<file path="config.mk">
export PLATFORM = sky130hd
export DESIGN_NAME = serial_adder_4bit
export DESIGN_NICKNAME = d
export VERILOG_FILES = /design/src/rtl/serial_adder_4bit.sv
export SDC_FILE = /design/constraint.sdc
export NUM_CORES = 1
export LEC_CHECK = 0
export ABC_CLOCK_PERIOD_IN_PS = 3800
export BUFFER_PORTS_ARGS = -buffer_cell sky130_fd_sc_hd__buf_2
export CORE_MARGIN = 10
export CORE_UTILIZATION = 46
export DETAILED_ROUTE_END_ITERATION = 10
export PLACE_DENSITY = 0.75
export RECOVER_POWER = 25
export SLEW_MARGIN = 20
export SYNTH_ARGS = -nofsm -noshare
export SYNTH_HDL_FRONTEND = slang
export SYNTH_SLANG_ARGS = --single-unit
</file>
<file path="constraint.sdc">
create_clock -name clk -period 3.8 [get_ports clk]
set_clock_uncertainty 0.05 [all_clocks]
set_input_delay 0.57 -clock clk [delete_from_list [all_inputs] [get_ports clk]]
set_output_delay 0.57 -clock clk [all_outputs]
set_load 0.005 [all_outputs]
</file>
<file path="src/rtl/serial_adder_4bit.sv">
// serial_adder_4bit: LSB-first bit-serial adder with start/busy/done handshake.
// Optional signed overflow output is enabled by defining SERIAL_ADD_OVF_EN.
// Rev 1.0
`default_nettype none

module serial_adder_4bit #(
  parameter int WIDTH = 4
) (
  input  logic             clk,
  input  logic             rst_n,
  input  logic             start,
  input  logic [WIDTH-1:0] a,
  input  logic [WIDTH-1:0] b,
  output logic             busy,
  output logic             done,
  output logic [WIDTH-1:0] sum,
  output logic             final_carry
`ifdef SERIAL_ADD_OVF_EN
  ,
  output logic             ovf
`endif
);

  localparam int CW = $clog2(WIDTH);

  localparam logic [1:0] S_IDLE = 2'd0;
  localparam logic [1:0] S_RUN  = 2'd1;
  localparam logic [1:0] S_DONE = 2'd2;

  logic [1:0]       state;
  logic [WIDTH-1:0] a_sh;
  logic [WIDTH-1:0] b_sh;
  logic [WIDTH-1:0] res_sh;
  logic             carry;
  logic [CW-1:0]    cnt;
  logic             bit_sum;
  logic             bit_carry;
  logic [WIDTH-1:0] next_res;

  always_comb begin
    bit_sum   = a_sh[0] ^ b_sh[0] ^ carry;
    bit_carry = (a_sh[0] & b_sh[0]) | (a_sh[0] & carry) | (b_sh[0] & carry);
    next_res  = {bit_sum, res_sh[WIDTH-1:1]};
  end

  assign busy = (state == S_RUN);
  assign done = (state == S_DONE);

  always_ff @(posedge clk or negedge rst_n) begin
    if (!rst_n) begin
      state       <= S_IDLE;
      a_sh        <= '0;
      b_sh        <= '0;
      res_sh      <= '0;
      carry       <= 1'b0;
      cnt         <= '0;
      sum         <= '0;
      final_carry <= 1'b0;
`ifdef SERIAL_ADD_OVF_EN
      ovf         <= 1'b0;
`endif
    end else begin
      case (state)
        S_RUN: begin
          res_sh <= next_res;
          a_sh   <= a_sh >> 1;
          b_sh   <= b_sh >> 1;
          carry  <= bit_carry;
          cnt    <= cnt + 1'b1;
          if (cnt == CW'(WIDTH - 1)) begin
            sum         <= next_res;
            final_carry <= bit_carry;
`ifdef SERIAL_ADD_OVF_EN
            // On the last bit the shift regs hold the original operand MSBs.
            ovf         <= (a_sh[0] == b_sh[0]) && (bit_sum != a_sh[0]);
`endif
            state       <= S_DONE;
          end
        end
        S_IDLE, S_DONE: begin
          if (start) begin
            a_sh  <= a;
            b_sh  <= b;
            carry <= 1'b0;
            cnt   <= '0;
            state <= S_RUN;
          end else begin
            state <= S_IDLE;
          end
        end
        default: state <= S_IDLE;
      endcase
    end
  end

endmodule

`default_nettype wire
</file>
# [Yosys cells after proc, flatten, opt, wreduce, memory -nomap -nowiden]
# Cells that the tools add are included.
[totals] regBits=22 word_cells=37
[op_classes] add_sub_neg=1 n_eq_ne=5 muxes=11 n_bitwise=7 n_reduce_logical=5
[ops] cell="$pmux 4 s2" n=2
[ops] cell="$mux 4" n=2
[ops] cell="$pmux 2 s2" n=2
[ops] cell="$eq 2x2->1 const B" n=2
[ops] cell="$mux 2" n=2
[ops] cell="$reduce_and 2->1" n=2
[ops] cell="$and 1x1->1" n=3
[ops] cell="$add 2x1->2 const B" n=1
[ops] cell="$eq 2x1->1 const B" n=1
[ops] cell="$logic_not 2->1" n=1
[ops] cell="$mux 1" n=2
[ops] cell="$ne 2x1->1 const B" n=1
[ops] cell="$ne 2x2->1 const B" n=1
[ops] cell="$or 1x1->1" n=2
[ops] cell="$pmux 1 s2" n=1
[ops] cell="$reduce_bool 2->1" n=1
[ops] cell="$reduce_or 2->1" n=1
[ops] cell="$xor 1x1->1" n=2

# [Logic depth before layout (Yosys ltp)]
[logic_depth] depth_word=4 depth_mapped=5

# [Least setup slack after synthesis]
# Ideal clock, no wire load.
[synth_path] path_type="reg-to-reg" start="register a_sh[0]" end="register carry" setup_time_ns=0.121 arrival_ns=1.233 required_time_ns=3.629 slack_ns=2.396 path_stages_with_launch=4 n_path_buf=0 synth_period_minus_slack_ns=1.404 cell_sequence="dfrtp_1 > fa_1 > mux2_2 > a22o_1"
[synth_between] elab_chain_len=4
[synth_rtl] item="start, declared" line_no="31" rtl="logic [WIDTH-1:0] a_sh;"
[synth_rtl] item="start signal, assigned" line_no="66" rtl="a_sh <= a_sh >> 1;"
[synth_rtl] item="$and 1x1->1" line_no="42" rtl="bit_carry = (a_sh[0] & b_sh[0]) | (a_sh[0] & carry) | (b_sh[0] & carry);"
[synth_rtl] item="$or 1x1->1 * (2 in series)" line_no="42"
[synth_rtl] item="net bit_carry" line_no="37" rtl="logic bit_carry;"
[synth_rtl] item="$pmux 1 s2 *" line_no="63" rtl="case (state)"
[synth_rtl] item="end signal, assigned" line_no="68" rtl="carry <= bit_carry;"
[synth_rtl] item="end, declared" line_no="34" rtl="logic carry;"
# Mark *: on every way through the listed nets, which the timed path passes. The rest lies on a longest branch.
# A chain may end at the register's enable or synchronous reset.

# [Final worst setup path]
[layout_path] start="register state[0]" end="output busy"
[layout_between] elab_chain_len=1
[layout_rtl] item="start, declared" line_no="30" rtl="logic [1:0] state;"
[layout_rtl] item="start signal, assigned" line_no="51" rtl="state <= S_IDLE;"
[layout_rtl] item="start signal, assigned" line_no="77" rtl="state <= S_DONE;"
[layout_rtl] item="start signal, assigned" line_no="86" rtl="state <= S_RUN;"
[layout_rtl] item="$eq 2x1->1" line_no="46" rtl="assign busy = (state == S_RUN);"
[layout_rtl] item="end, declared" line_no="14" rtl="output logic busy,"
# No other way between the ends.

==> results.toml <==
[run_status]
status = "finished, final reports clean"

[logic_synthesis]
synth.largest_area_cell = "dfrtp_1"
yosysWarnings = 0
synth_area_um2 = 1000
syn_inst = 80
synth_edf_count = 0
yosysMostFrequentCell = "dfrtp_1"
postSynthNetCount = 93
netlist_top_cells_area = "dfrtp_1, mux2_4, mux2i_1"
synth_seq_cells = 21
synth_top_cell_area_share_pct = 52.6
ys_seq_area_share_pct = 52.6
synthTopCellsByCount = "dfrtp_1, a21oi_1, nor2b_1"
synth_ff_type = "dfrtp_1"
avgSynthCellArea_um2 = 12.5
async_flop_share_pct = 100
synth.distinct_cells = 22

[flow_run]
timing.max_cap.violations = 0

[sta]
final_max_slew_viol_count = 0
post-route-period-util_pct = 58.7
slew_headroom_pct = 27.3
rsz0062_at_grt = "no"
min_period_ns = 2.23
fmax_ghz = 0.448
final-setup-viol-count = 0
hold_viol_final = 0
worst_slack_ns = 1.57
tightest_slew_ns = 1.09
tns_ns = 0

[die]
row_count = 16
io_pins = 18
die_y_um = 66.6
initial_core_util_pct = 49.4
die-area_um2 = 4440
fp.coreArea_um2 = 2020
die_x_um = 66.6

[route]
drc_errors = 0
routed_wl_um = 1900
initialDrtViolationCount = 17
wl_per_cell_um = 15.4
firstDrtPassIters = 2
ant_nets = 0
vias = 639
viasPerCell = 5.20

[clocking]
cts_resized = 0
cts.htree.levels = 1
cts.sinks = 21
numCtsBuffers = 3
clk_pin_slew_ns = 0.11
cts_tree = "yes"
cts_max_path_buffers = 2
cts_setup_buffers = 0
clockRootBuffer = "clkbuf_4"
holdBufCountCts = 0
clock_latency_ns = 0.30

[global_route]
use_met2_pct = 14.5
met1_usage_pct = 10.5
grt_start_max_net_pins = 22
grt_use_total_pct = 9.10
grt_util_met3_pct = 4.68
grt-busiest-layer = "met2"
overflow = 0
antenna_found_initial = 0
grt_pass1_wl_um = 3130
grt_pass1_vias = 677

[setup_path]
setup.worst_path.end_class = "output pin"
rr_endpoint = "sum[3]"
crit_start = "state[0]"
critPathCapture = "busy"
arrival_ns = 1.61
r2r_cells = 3
path_class = "reg -> out"
worstPathMaxFanout = 19
cp_cell_sequence = "and2b_1 -> buf_2"
cp_data_required_time_ns = 3.18
ff2ff_setup_slack_ns = 2.05
start_kind = "flip-flop"
cpPeakStageDelay_ns = 0.72
worstReg2RegStart = "state[0]"
slowest_stage = "dfrtp_1"

[cells_and_area]
ff_latch_area_um2 = 526
stdcell_count = 123
num-nets-final = 110
syn_to_final_growth_pct = 10.9
drive_gt1_share_pct = 32.3
final_util_pct = 54.8
diodes = 0
fill_cells = 175
multi_input_area_um2 = 423
stdcell_area_um2 = 1110

[place]
hpwl_um = 1440
port_buffers = 17
postPlaceCellArea_um2 = 1080
dp_cells = 119
gp_congestion = 0.762
post-place-ws_ns = 1.93

[power_and_ir_drop]
ir_worst_vdd_mv = 0.413
powerDensity_nw_per_um2 = 829
power.leakage_nw = 0.523

[worst_hold_path]
hp-class = "in -> async"
==> metrics by stage <==
stage	total power, W	hold WS, ns
detailed placement	0.000826	0.430
global placement	0.000800	0.418
finish	0.000918	0.384
floorplan	0.000733	0.224
CTS	0.000934	0.154
global route	0.000997	0.448
==> where the power goes <==
part,internal (W),switching [W]
Clock,0.0000393,0.0000661
Sequential,0.000332,0.000106
Combinational,0.000223,0.000152
Total,0.000594,0.000325
==> critical path, delay by kind of cell, from the launching register on <==
| kind | cells | cell delay (ns) |
|---|---|---|
| buf+inv | 1 | 0.19 |
| flops | 1 | 0.72 |
| simple gates | 1 | 0.41 |
==> kinds of logic (layout without fill, tap and decap cells) <==
logic type / after synthesis / in the layout / share of synthesized area, %
simple gates: 13 / 13 / 7.88
fa+ha+maj: 2 / 2 / 3.25
compound gates: 19 / 19 / 12.0
flops: 21 / 21 / 52.6
mux: 16 / 16 / 19.1
buf+inv: 9 / 25 / 5.13
==> area by class of cell <==
type | instances | share of cell area [%]
timing repair buffer | 17 | 7.56
clock buffer | 3 | 2.03
clock inverter | 1 | 0.451
inverter | 4 | 1.35
tap | 27 | 3.05
multi-input combinational | 50 | 38.1
sequential | 21 | 47.4
==> registers in the layout, indices dropped and copies added (netlist names) <==
name	cells
carry	1
final_carry	1
state	2
a_sh	4
b_sh	4
res_sh	3
sum	4
cnt	2
==> cells in the final DEF (no fill, tap or decap) <==
master,synthesis,final
buf_2,2,16
mux2_2,5,5
inv_1,4,4
mux2i_1,6,6
a22o_1,2,2
fa_1,1,1
o21ai_0,3,3
a22oi_1,1,1
and2b_1,1,1
mux2_4,5,5
nor2b_1,7,7
nand2_4,1,1
a21oi_1,7,7
nand2_1,1,1
clkbuf_1,1,1
clkbuf_4,0,3
dfrtp_1,21,21
ha_1,1,1
a211oi_1,5,5
a21o_1,1,1
clkinv_2,0,1
nor2_1,2,2
nand3_1,1,1
==> how the worst min path moves through the flow <==
stage / startpoint / end / slack (ns)
6_report: rst_n / final_carry / 0.38
5_1_grt: b[3] / b_sh[3] / 0.45
2_1_floorplan: rst_n / a_sh[0] / 0.22
3_5_place_dp: cnt[0] / cnt[0] / 0.43
4_1_cts: rst_n / sum[2] / 0.15
3_3_place_gp: cnt[0] / cnt[0] / 0.42
==> per-layer routing <==
metal	share of wire, %	up-vias
li1	-	315
met1	45	306
met2	47	16
met3	7.1	2
met4	0.90	0
met5	0	-
Power figures use the tool's default switching activity.
